## src/rtl/sha256_block_sequencer_pkg.sv

```systemverilog
`default_nettype none
// ============================================================================
//  Module      : sha256_constants (package)
//  Description : Shared SHA-256 constants, state typedefs and round helper
//                functions used by the block sequencer and its round datapath.
//                Contents: K[0:63] round constants, H_INIT[0:7] initial hash,
//                hstate_t (eight 32-bit words, index 0 = a / H0),
//                seq_state_t sequencer state encoding.
//  Revision    : 1.0 - initial release
// ============================================================================
package sha256_constants;

  // Eight 32-bit words; element 0 occupies the most significant bits.
  typedef logic [0:7][31:0] hstate_t;

  // PASS2 is always part of the encoding, even when double hashing is absent.
  typedef enum logic [2:0] {
    IDLE  = 3'd0,
    ROUND = 3'd1,
    ACC   = 3'd2,
    PASS2 = 3'd3,
    DONE  = 3'd4
  } seq_state_t;

  localparam logic [0:63][31:0] K = {
    32'h428a2f98, 32'h71374491, 32'hb5c0fbcf, 32'he9b5dba5, 32'h3956c25b, 32'h59f111f1, 32'h923f82a4, 32'hab1c5ed5,
    32'hd807aa98, 32'h12835b01, 32'h243185be, 32'h550c7dc3, 32'h72be5d74, 32'h80deb1fe, 32'h9bdc06a7, 32'hc19bf174,
    32'he49b69c1, 32'hefbe4786, 32'h0fc19dc6, 32'h240ca1cc, 32'h2de92c6f, 32'h4a7484aa, 32'h5cb0a9dc, 32'h76f988da,
    32'h983e5152, 32'ha831c66d, 32'hb00327c8, 32'hbf597fc7, 32'hc6e00bf3, 32'hd5a79147, 32'h06ca6351, 32'h14292967,
    32'h27b70a85, 32'h2e1b2138, 32'h4d2c6dfc, 32'h53380d13, 32'h650a7354, 32'h766a0abb, 32'h81c2c92e, 32'h92722c85,
    32'ha2bfe8a1, 32'ha81a664b, 32'hc24b8b70, 32'hc76c51a3, 32'hd192e819, 32'hd6990624, 32'hf40e3585, 32'h106aa070,
    32'h19a4c116, 32'h1e376c08, 32'h2748774c, 32'h34b0bcb5, 32'h391c0cb3, 32'h4ed8aa4a, 32'h5b9cca4f, 32'h682e6ff3,
    32'h748f82ee, 32'h78a5636f, 32'h84c87814, 32'h8cc70208, 32'h90befffa, 32'ha4506ceb, 32'hbef9a3f7, 32'hc67178f2
  };

  localparam hstate_t H_INIT = {
    32'h6a09e667, 32'hbb67ae85, 32'h3c6ef372, 32'ha54ff53a,
    32'h510e527f, 32'h9b05688c, 32'h1f83d9ab, 32'h5be0cd19
  };

  function automatic logic [31:0] rotr(input logic [31:0] x, input int unsigned n);
    return (x >> n) | (x << (32 - n));
  endfunction

  function automatic logic [31:0] ch(input logic [31:0] x, input logic [31:0] y, input logic [31:0] z);
    return (x & y) ^ (~x & z);
  endfunction

  function automatic logic [31:0] maj(input logic [31:0] x, input logic [31:0] y, input logic [31:0] z);
    return (x & y) ^ (x & z) ^ (y & z);
  endfunction

  function automatic logic [31:0] bsig0(input logic [31:0] x);
    return rotr(x, 2) ^ rotr(x, 13) ^ rotr(x, 22);
  endfunction

  function automatic logic [31:0] bsig1(input logic [31:0] x);
    return rotr(x, 6) ^ rotr(x, 11) ^ rotr(x, 25);
  endfunction

  function automatic logic [31:0] ssig0(input logic [31:0] x);
    return rotr(x, 7) ^ rotr(x, 18) ^ (x >> 3);
  endfunction

  function automatic logic [31:0] ssig1(input logic [31:0] x);
    return rotr(x, 17) ^ rotr(x, 19) ^ (x >> 10);
  endfunction

endpackage
`default_nettype wire

```

## src/rtl/sha256_block_sequencer_if.sv

```systemverilog
`default_nettype none
// ============================================================================
//  Module      : sha256_block_sequencer_if
//  Description : Job / digest handshake bundle of the SHA-256 block sequencer.
//                master : job feeder + digest consumer side
//                slave  : sequencer side
//                Signals: abort, job_valid/job_ready/job_two_blk/job_msg,
//                digest_valid/digest_ready/digest, busy.
//  Revision    : 1.0 - initial release
// ============================================================================
interface sha256_block_sequencer_if;
  logic          abort;
  logic          job_valid;
  logic          job_ready;
  logic          job_two_blk;
  logic [0:1023] job_msg;      // [0:511] block 0, [512:1023] block 1
  logic          digest_valid;
  logic          digest_ready;
  logic [0:255]  digest;       // H0 in [0:31] ... H7 in [224:255]
  logic          busy;

  modport master (
    output abort, job_valid, job_two_blk, job_msg, digest_ready,
    input  job_ready, digest_valid, digest, busy
  );

  modport slave (
    input  abort, job_valid, job_two_blk, job_msg, digest_ready,
    output job_ready, digest_valid, digest, busy
  );
endinterface
`default_nettype wire

```

## src/rtl/sha256_block_sequencer_round.sv

```systemverilog
`default_nettype none
// ============================================================================
//  Module      : sha256_round
//  Description : One combinational SHA-256 compression round.
//                state_in  : working variables a..h (index 0 = a)
//                w, k      : message schedule word and round constant
//                state_out : updated a'..h'
//  Revision    : 1.0 - initial release
// ============================================================================
module sha256_round
  import sha256_constants::*;
(
  input  wire hstate_t     state_in,
  input  wire logic [31:0] w,
  input  wire logic [31:0] k,
  output hstate_t          state_out
);

  logic [31:0] w_t1;
  logic [31:0] w_t2;

  assign w_t1 = state_in[7] + bsig1(state_in[4]) + ch(state_in[4], state_in[5], state_in[6]) + k + w;
  assign w_t2 = bsig0(state_in[0]) + maj(state_in[0], state_in[1], state_in[2]);

  assign state_out = {w_t1 + w_t2, state_in[0], state_in[1], state_in[2],
                      state_in[3] + w_t1, state_in[4], state_in[5], state_in[6]};

endmodule
`default_nettype wire

```

## src/rtl/sha256_block_sequencer.sv

```systemverilog
`default_nettype none
// ============================================================================
//  Module      : sha256_block_sequencer
//  Description : Iterative SHA-256 engine controller. Accepts a pre-padded
//                1- or 2-block job, runs 64 rounds per block over RPC chained
//                round instances, accumulates the chaining state and returns
//                the digest over a valid/ready handshake.
//                Ports: clk, rst_n (async, active low), bus (slave modport of
//                sha256_block_sequencer_if).
//                Parameter RPC: rounds per cycle (1, 2 or 4).
//                Optional macro SHA256_DOUBLE_HASH_EN: hash the 256-bit
//                result a second time (PASS2) before reporting it.
//  Revision    : 1.0 - initial release
// ============================================================================
module sha256_block_sequencer
  import sha256_constants::*;
#(
  parameter int RPC = 1
)
(
  input wire logic                 clk,
  input wire logic                 rst_n,
  sha256_block_sequencer_if.slave  bus
);

  generate
    if (RPC != 1 && RPC != 2 && RPC != 4) begin : g_rpc_check
      $error("sha256_block_sequencer: RPC must be 1, 2 or 4");
    end
  endgenerate

  seq_state_t              r_state;
  seq_state_t              w_next;
  logic [6:0]              r_t;
  logic [6:0]              w_t_next;
  logic                    r_two_blk;
  logic                    r_blk;
  logic [0:1023]           r_msg;
  logic [0:15][31:0]       r_w;       // W[t .. t+15]
  hstate_t                 r_h;
  hstate_t                 r_wk;
  hstate_t                 w_hsum;
  logic [0:15+RPC][31:0]   w_ext;     // W[t .. t+15+RPC]
  hstate_t                 w_chain [0:RPC];
`ifdef SHA256_DOUBLE_HASH_EN
  logic                    r_pass2;
  logic [0:15][31:0]       w_pass2_blk;

  // Second-pass block: 256-bit digest, padding bit, length = 256 bits.
  assign w_pass2_blk = {r_h, 32'h80000000, {6{32'h0}}, 32'h00000100};
`endif

  assign w_t_next = r_t + 7'(RPC);

  always_comb begin
    w_hsum = '0;
    for (int i = 0; i < 8; i++) w_hsum[i] = r_h[i] + r_wk[i];
  end

  // Extend the window by RPC words; later words may depend on earlier new
  // ones within the same cycle, so the chain is evaluated in order.
  always_comb begin
    w_ext = '0;
    w_ext[0:15] = r_w;
    for (int j = 0; j < RPC; j++)
      w_ext[16+j] = ssig1(w_ext[14+j]) + w_ext[9+j] + ssig0(w_ext[1+j]) + w_ext[j];
  end

  assign w_chain[0] = r_wk;

  generate
    for (genvar g = 0; g < RPC; g++) begin : g_round
      logic [31:0] w_k;
      assign w_k = K[r_t[5:0] + 6'(g)];
      sha256_round u_round (
        .state_in  (w_chain[g]),
        .w         (w_ext[g]),
        .k         (w_k),
        .state_out (w_chain[g+1])
      );
    end
  endgenerate

  // ---------------- FSM: state register ----------------
  always_ff @(posedge clk or negedge rst_n) begin
    if (!rst_n) r_state <= IDLE;
    else        r_state <= w_next;
  end

  // ---------------- FSM: next state ----------------
  always_comb begin
    w_next = r_state;
    if (bus.abort) begin
      w_next = IDLE;
    end else begin
      case (r_state)
        IDLE:  if (bus.job_valid) w_next = ROUND;
        ROUND: if (w_t_next == 7'd64) w_next = ACC;
        ACC: begin
          if (!r_blk && r_two_blk) w_next = ROUND;
`ifdef SHA256_DOUBLE_HASH_EN
          else if (!r_pass2)       w_next = PASS2;
`endif
          else                     w_next = DONE;
        end
        PASS2: w_next = ROUND;
        DONE:  if (bus.digest_ready) w_next = IDLE;
        default: w_next = IDLE;
      endcase
    end
  end

  // ---------------- FSM: outputs ----------------
  always_comb begin
    bus.job_ready    = rst_n && !bus.abort && (r_state == IDLE);
    bus.digest_valid = (r_state == DONE);
    bus.busy         = (r_state != IDLE);
  end

  assign bus.digest = r_h;

  // ---------------- datapath ----------------
  always_ff @(posedge clk or negedge rst_n) begin
    if (!rst_n) begin
      r_t       <= '0;
      r_two_blk <= 1'b0;
      r_blk     <= 1'b0;
      r_msg     <= '0;
      r_w       <= '0;
      r_h       <= '0;
      r_wk      <= '0;
`ifdef SHA256_DOUBLE_HASH_EN
      r_pass2   <= 1'b0;
`endif
    end else if (!bus.abort) begin
      case (r_state)
        IDLE: begin
          if (bus.job_valid) begin
            r_msg     <= bus.job_msg;
            r_two_blk <= bus.job_two_blk;
            r_blk     <= 1'b0;
            r_t       <= '0;
            r_h       <= H_INIT;
            r_wk      <= H_INIT;
            r_w       <= bus.job_msg[0:511];
`ifdef SHA256_DOUBLE_HASH_EN
            r_pass2   <= 1'b0;
`endif
          end
        end
        ROUND: begin
          r_wk <= w_chain[RPC];
          r_w  <= w_ext[RPC:RPC+15];
          r_t  <= w_t_next;
        end
        ACC: begin
          r_h <= w_hsum;
          if (!r_blk && r_two_blk) begin
            r_blk <= 1'b1;
            r_wk  <= w_hsum;
            r_t   <= '0;
            r_w   <= r_msg[512:1023];
          end
        end
`ifdef SHA256_DOUBLE_HASH_EN
        PASS2: begin
          r_w     <= w_pass2_blk;
          r_h     <= H_INIT;
          r_wk    <= H_INIT;
          r_t     <= '0;
          r_blk   <= 1'b1;
          r_pass2 <= 1'b1;
        end
`endif
        default: ;
      endcase
    end
  end

endmodule
`default_nettype wire

```

## src/flat_wrapper.sv

```systemverilog
// flat-port wrapper written by rule: the top's interface ports become plain ports
module sha256_block_sequencer_flat import sha256_constants::*;
#(
  parameter int RPC = 1
)
  (clk, rst_n, bus_abort, bus_job_valid, bus_job_two_blk, bus_job_msg, bus_digest_ready, bus_job_ready, bus_digest_valid, bus_digest, bus_busy);
  sha256_block_sequencer_if bus_i ();
  input wire logic clk;
  input wire logic rst_n;
  input wire logic [$bits(bus_i.abort)-1:0] bus_abort;
  input wire logic [$bits(bus_i.job_valid)-1:0] bus_job_valid;
  input wire logic [$bits(bus_i.job_two_blk)-1:0] bus_job_two_blk;
  input wire logic [$bits(bus_i.job_msg)-1:0] bus_job_msg;
  input wire logic [$bits(bus_i.digest_ready)-1:0] bus_digest_ready;
  output wire logic [$bits(bus_i.job_ready)-1:0] bus_job_ready;
  output wire logic [$bits(bus_i.digest_valid)-1:0] bus_digest_valid;
  output wire logic [$bits(bus_i.digest)-1:0] bus_digest;
  output wire logic [$bits(bus_i.busy)-1:0] bus_busy;
  assign bus_i.abort = bus_abort;
  assign bus_i.job_valid = bus_job_valid;
  assign bus_i.job_two_blk = bus_job_two_blk;
  assign bus_i.job_msg = bus_job_msg;
  assign bus_i.digest_ready = bus_digest_ready;
  assign bus_job_ready = bus_i.job_ready;
  assign bus_digest_valid = bus_i.digest_valid;
  assign bus_digest = bus_i.digest;
  assign bus_busy = bus_i.busy;
  sha256_block_sequencer #(.RPC(RPC)) u_core (.clk(clk), .rst_n(rst_n), .bus(bus_i));
endmodule
```

## config.mk

```make
export PLATFORM = sky130hd
export DESIGN_NAME = sha256_block_sequencer_flat
export DESIGN_NICKNAME = d
export VERILOG_FILES = /design/src/rtl/sha256_block_sequencer_pkg.sv /design/src/rtl/sha256_block_sequencer_if.sv /design/src/rtl/sha256_block_sequencer_round.sv /design/src/rtl/sha256_block_sequencer.sv /design/src/flat_wrapper.sv
export SDC_FILE = /design/constraint.sdc
export NUM_CORES = 2
export LEC_CHECK = 0
export BUFFER_PORTS_ARGS = -buffer_cell sky130_fd_sc_hd__buf_2
export CORE_MARGIN = 4
export CORE_UTILIZATION = 30
export CTS_BUF_LIST = sky130_fd_sc_hd__clkbuf_2 sky130_fd_sc_hd__clkbuf_4 sky130_fd_sc_hd__clkbuf_8
export DETAILED_ROUTE_END_ITERATION = 6
export GPL_ROUTABILITY_DRIVEN = 0
export PLACE_DENSITY_LB_ADDON = 0.15
export SYNTH_ARGS = -nofsm -noshare
export SYNTH_HDL_FRONTEND = slang
export SYNTH_SLANG_ARGS = --single-unit
```

## constraint.sdc

```tcl
create_clock -name clk -period 22.1 [get_ports clk]
set_clock_uncertainty 0.1 [all_clocks]
set_input_delay 2.21 -clock clk [delete_from_list [all_inputs] [get_ports clk]]
set_output_delay 2.21 -clock clk [all_outputs]
set_load 0.1 [all_outputs]
```

==> flow_summary.ini <==
[clocking]
cts_tree = yes
cts_buffers = 309
cts_buffer_depth = 4
clk_latency_ns = 1.07
cts_sinks = 1548
post_cts_buffers = 0
path_clk_slew_ns = 0.06
root_buffer = clkbuf_8
htreeDepth = 5
cts-resized-gates = 0
cts_hold_buf = 0

[logic_synthesis]
syn-instance-count = 9808
syn-cell-area_sq_um = 92830
async_flop_share_pct = 100.0
synth_flop_cell = dfrtp_1
syn-num-nets = 11430
yosysWarnings = 0
synth_edf_count = 0
synth.avg_cell_area_sq_um = 9.464
ys_ff_latch = 1548
yosys.cell_types.count = 83
ys_seq_area_share_pct = 41.73

[sta]
layout_min_cycle_time_ns = 11.52
hold_viol_final = 0
setup_viol = 0
rsz0062_at_grt = no
max_clock_freq_mhz = 86.78
setup_tns_ns = 0
drv_slew = 0
worstMarginPinSlew_ns = 1.295
fin_crit_sh_pct = 52.14
holdWs_ns = 0.3932
relSlewSlack_pct = 13.68

[worst_setup_path]
critical_path_arrival_ns = 12.26
crit_path_end_kind = flop
rrSetupSlack_ns = 10.58
slowest_stage = dfrtp_1
reg2reg_to = u_core.r_wk[255]$_DFFE_PN0P_
crit_fanout = 24
rr_worst_depth = 31
slowest_delay_ns = 1.06
startpoint_type = flop
crit_required_ns = 22.84
rr_startpoint = u_core.r_t[1]$_DFFE_PN0P_
path_class = reg -> reg
path_common_cell = o21ai_0

[global_route]
grt_max_degree = 209
grt_remaining_overflow = 0
grt_pass1_vias = 83200
antenna_found_initial = 324
grt_first_pass_wirelength_um = 653000
grtUsageTotal_pct = 28.64

[routing]
drc = 7
ant_nets = 0
totalWireLength_um = 474700
detail_route.wl_per_cell_um = 31.06
drt_first_pass_iters = 7
drtIter0Drc = 8828
num_vias = 85130
vias_per_cell = 5.569

[final_layout]
final_cells = 15290
postLayoutCoreUtil_pct = 35.86
syn_to_final_growth_pct = 18.53
nets = 12460
final_layout_size_suffix_gt1_share_pct = 23.14
nFillCells = 31810

[floorplanning]
fp.dieW_um = 564.3
core_area_sq_um = 306800
die_y_um = 564.3
num_rows = 203
start_util_pct = 30.25
dieArea_sq_um = 318400
top_level_ports = 1289

[status]
violations = design-rule violations
outcome = finished, violations left

[hold_path]
min_from = u_core.r_w[6]$_DFFE_PN0P_
hold_class = reg -> reg
hold_depth = 2
hold_path_end = u_core.r_w[6]$_DFFE_PN0P_

[placed_design]
dpl.cell_count = 14630
dp_hpwl_um = 366600
port-buffer-count = 1288

[job]
maxCapViolCount = 0
## worst max-delay path by stage
stage	startpoint	to	slack (ns)	cells after the start
5_1_grt	u_core.r_t[1]$_DFFE_PN0P_	u_core.r_wk[254]$_DFFE_PN0P_	10.36	35
6_report	u_core.r_t[1]$_DFFE_PN0P_	u_core.r_wk[255]$_DFFE_PN0P_	10.58	31
3_3_place_gp	u_core.r_t[1]$_DFFE_PN0P_	u_core.r_wk[254]$_DFFE_PN0P_	11.50	35
3_5_place_dp	u_core.r_t[1]$_DFFE_PN0P_	u_core.r_wk[254]$_DFFE_PN0P_	11.29	35
4_1_cts	u_core.r_t[1]$_DFFE_PN0P_	u_core.r_wk[254]$_DFFE_PN0P_	11.22	35
2_1_floorplan	u_core.r_t[1]$_DFFE_PN0P_	u_core.r_wk[255]$_DFFE_PN0P_	13.64	37
## cell usage in the layout (no fill, tap or decap), types with 377 or more instances in the layout
cell type / synthesis / final
dfrtp_1: 1548 / 1545
a21oi_1: 586 / 586
ha_1: 392 / 392
nand2_1: 1056 / 1052
nor2_1: 1084 / 1080
buf_2: 0 / 1287
a31oi_1: 576 / 576
a22oi_1: 476 / 476
o21ai_0: 434 / 434
mux2_2: 526 / 526
clkbuf_8: 0 / 377
## Yosys cell counts, drive strengths merged, types with 85 or more instances
cell / n / area [sq um]
inv: 319 / 1197
a31oi: 576 / 3603
a21o: 192 / 1441
xor2: 201 / 1760
nand2: 1056 / 3964
clkbuf: 651 / 2444
nor2: 1084 / 4069
fa: 195 / 3904
xnor2: 375 / 3284
a22oi: 476 / 3573
mux2: 526 / 5923
a211oi: 85 / 638.1
o21ai: 441 / 2207
o22a: 86 / 753.2
a21oi: 586 / 2933
ha: 392 / 4905
dfrtp: 1548 / 38740
## layer usage
metal / wire (um) / part of all wire [%] / GRT usage (%)
met1: 182000 / 38 / 34.84
met2: 223300 / 47 / 47.18
met4: 26420 / 5.6 / 13.43
met5: 1358 / 0.29 / 0
met3: 41610 / 8.8 / 7.664
## stage by stage
| stage | area (sq um) | setup slack (ns) |
|---|---|---|
| after floorplan | 92830 | 13.64 |
| after global placement | 103100 | 11.50 |
| after detailed placement | 103100 | 11.29 |
| after CTS | 109700 | 11.22 |
| after global routing | 109900 | 10.36 |
| final | 110000 | 10.58 |
## sequential cells by signal, indices dropped and copies added (netlist names)
| signal | flops |
|---|---|
| u_core.r_w | 512 |
| u_core.r_wk | 256 |
| u_core.r_blk | 1 |
| u_core.r_state | 3 |
| u_core.r_msg | 512 |
| u_core.r_two_blk | 1 |
| u_core.r_t | 7 |
| u_core.bus.digest | 256 |
## layout make-up
type / count / area, sq um / area share, %
multi-input cells: 7220 / 50270 / 45.68
flip-flops and latches: 1548 / 38740 / 35.21
repair buffers: 1439 / 7745 / 7.039
clock buffers: 481 / 5969 / 5.425
well taps: 4100 / 5130 / 4.662
inverters: 321 / 1205 / 1.095
clock inverters: 55 / 668.1 / 0.6072
diodes: 121 / 302.8 / 0.2752
## critical path, delay by kind of cell (launching register included)
family | cells | cell delay, ns
buffers and inverters | 4 | 0.90
adders and majority gates | 7 | 3.50
and+or+nand+nor | 2 | 0.63
DFF | 1 | 1.06
AOI/OAI and AO/OA | 16 | 4.76
xor gates and xnor gates | 2 | 0.39
## cell families (layout without fill, tap and decap cells)
family	after synthesis	after routing	synth area share [%]
flip-flops	1548	1548	41.73
XOR/XNOR	578	578	5.483
AO/OA/AOI/OAI	2952	2952	20.92
other	0	121	0
adder cells (fa/ha/maj)	589	589	9.511
AND/OR/NAND/NOR	2531	2531	11.16
buffers and inverters	1040	2296	4.205
multiplexers	570	570	6.990
Power is not shown: default switching activity piles up to over one toggle a cycle in this logic, so the estimate is an artifact.
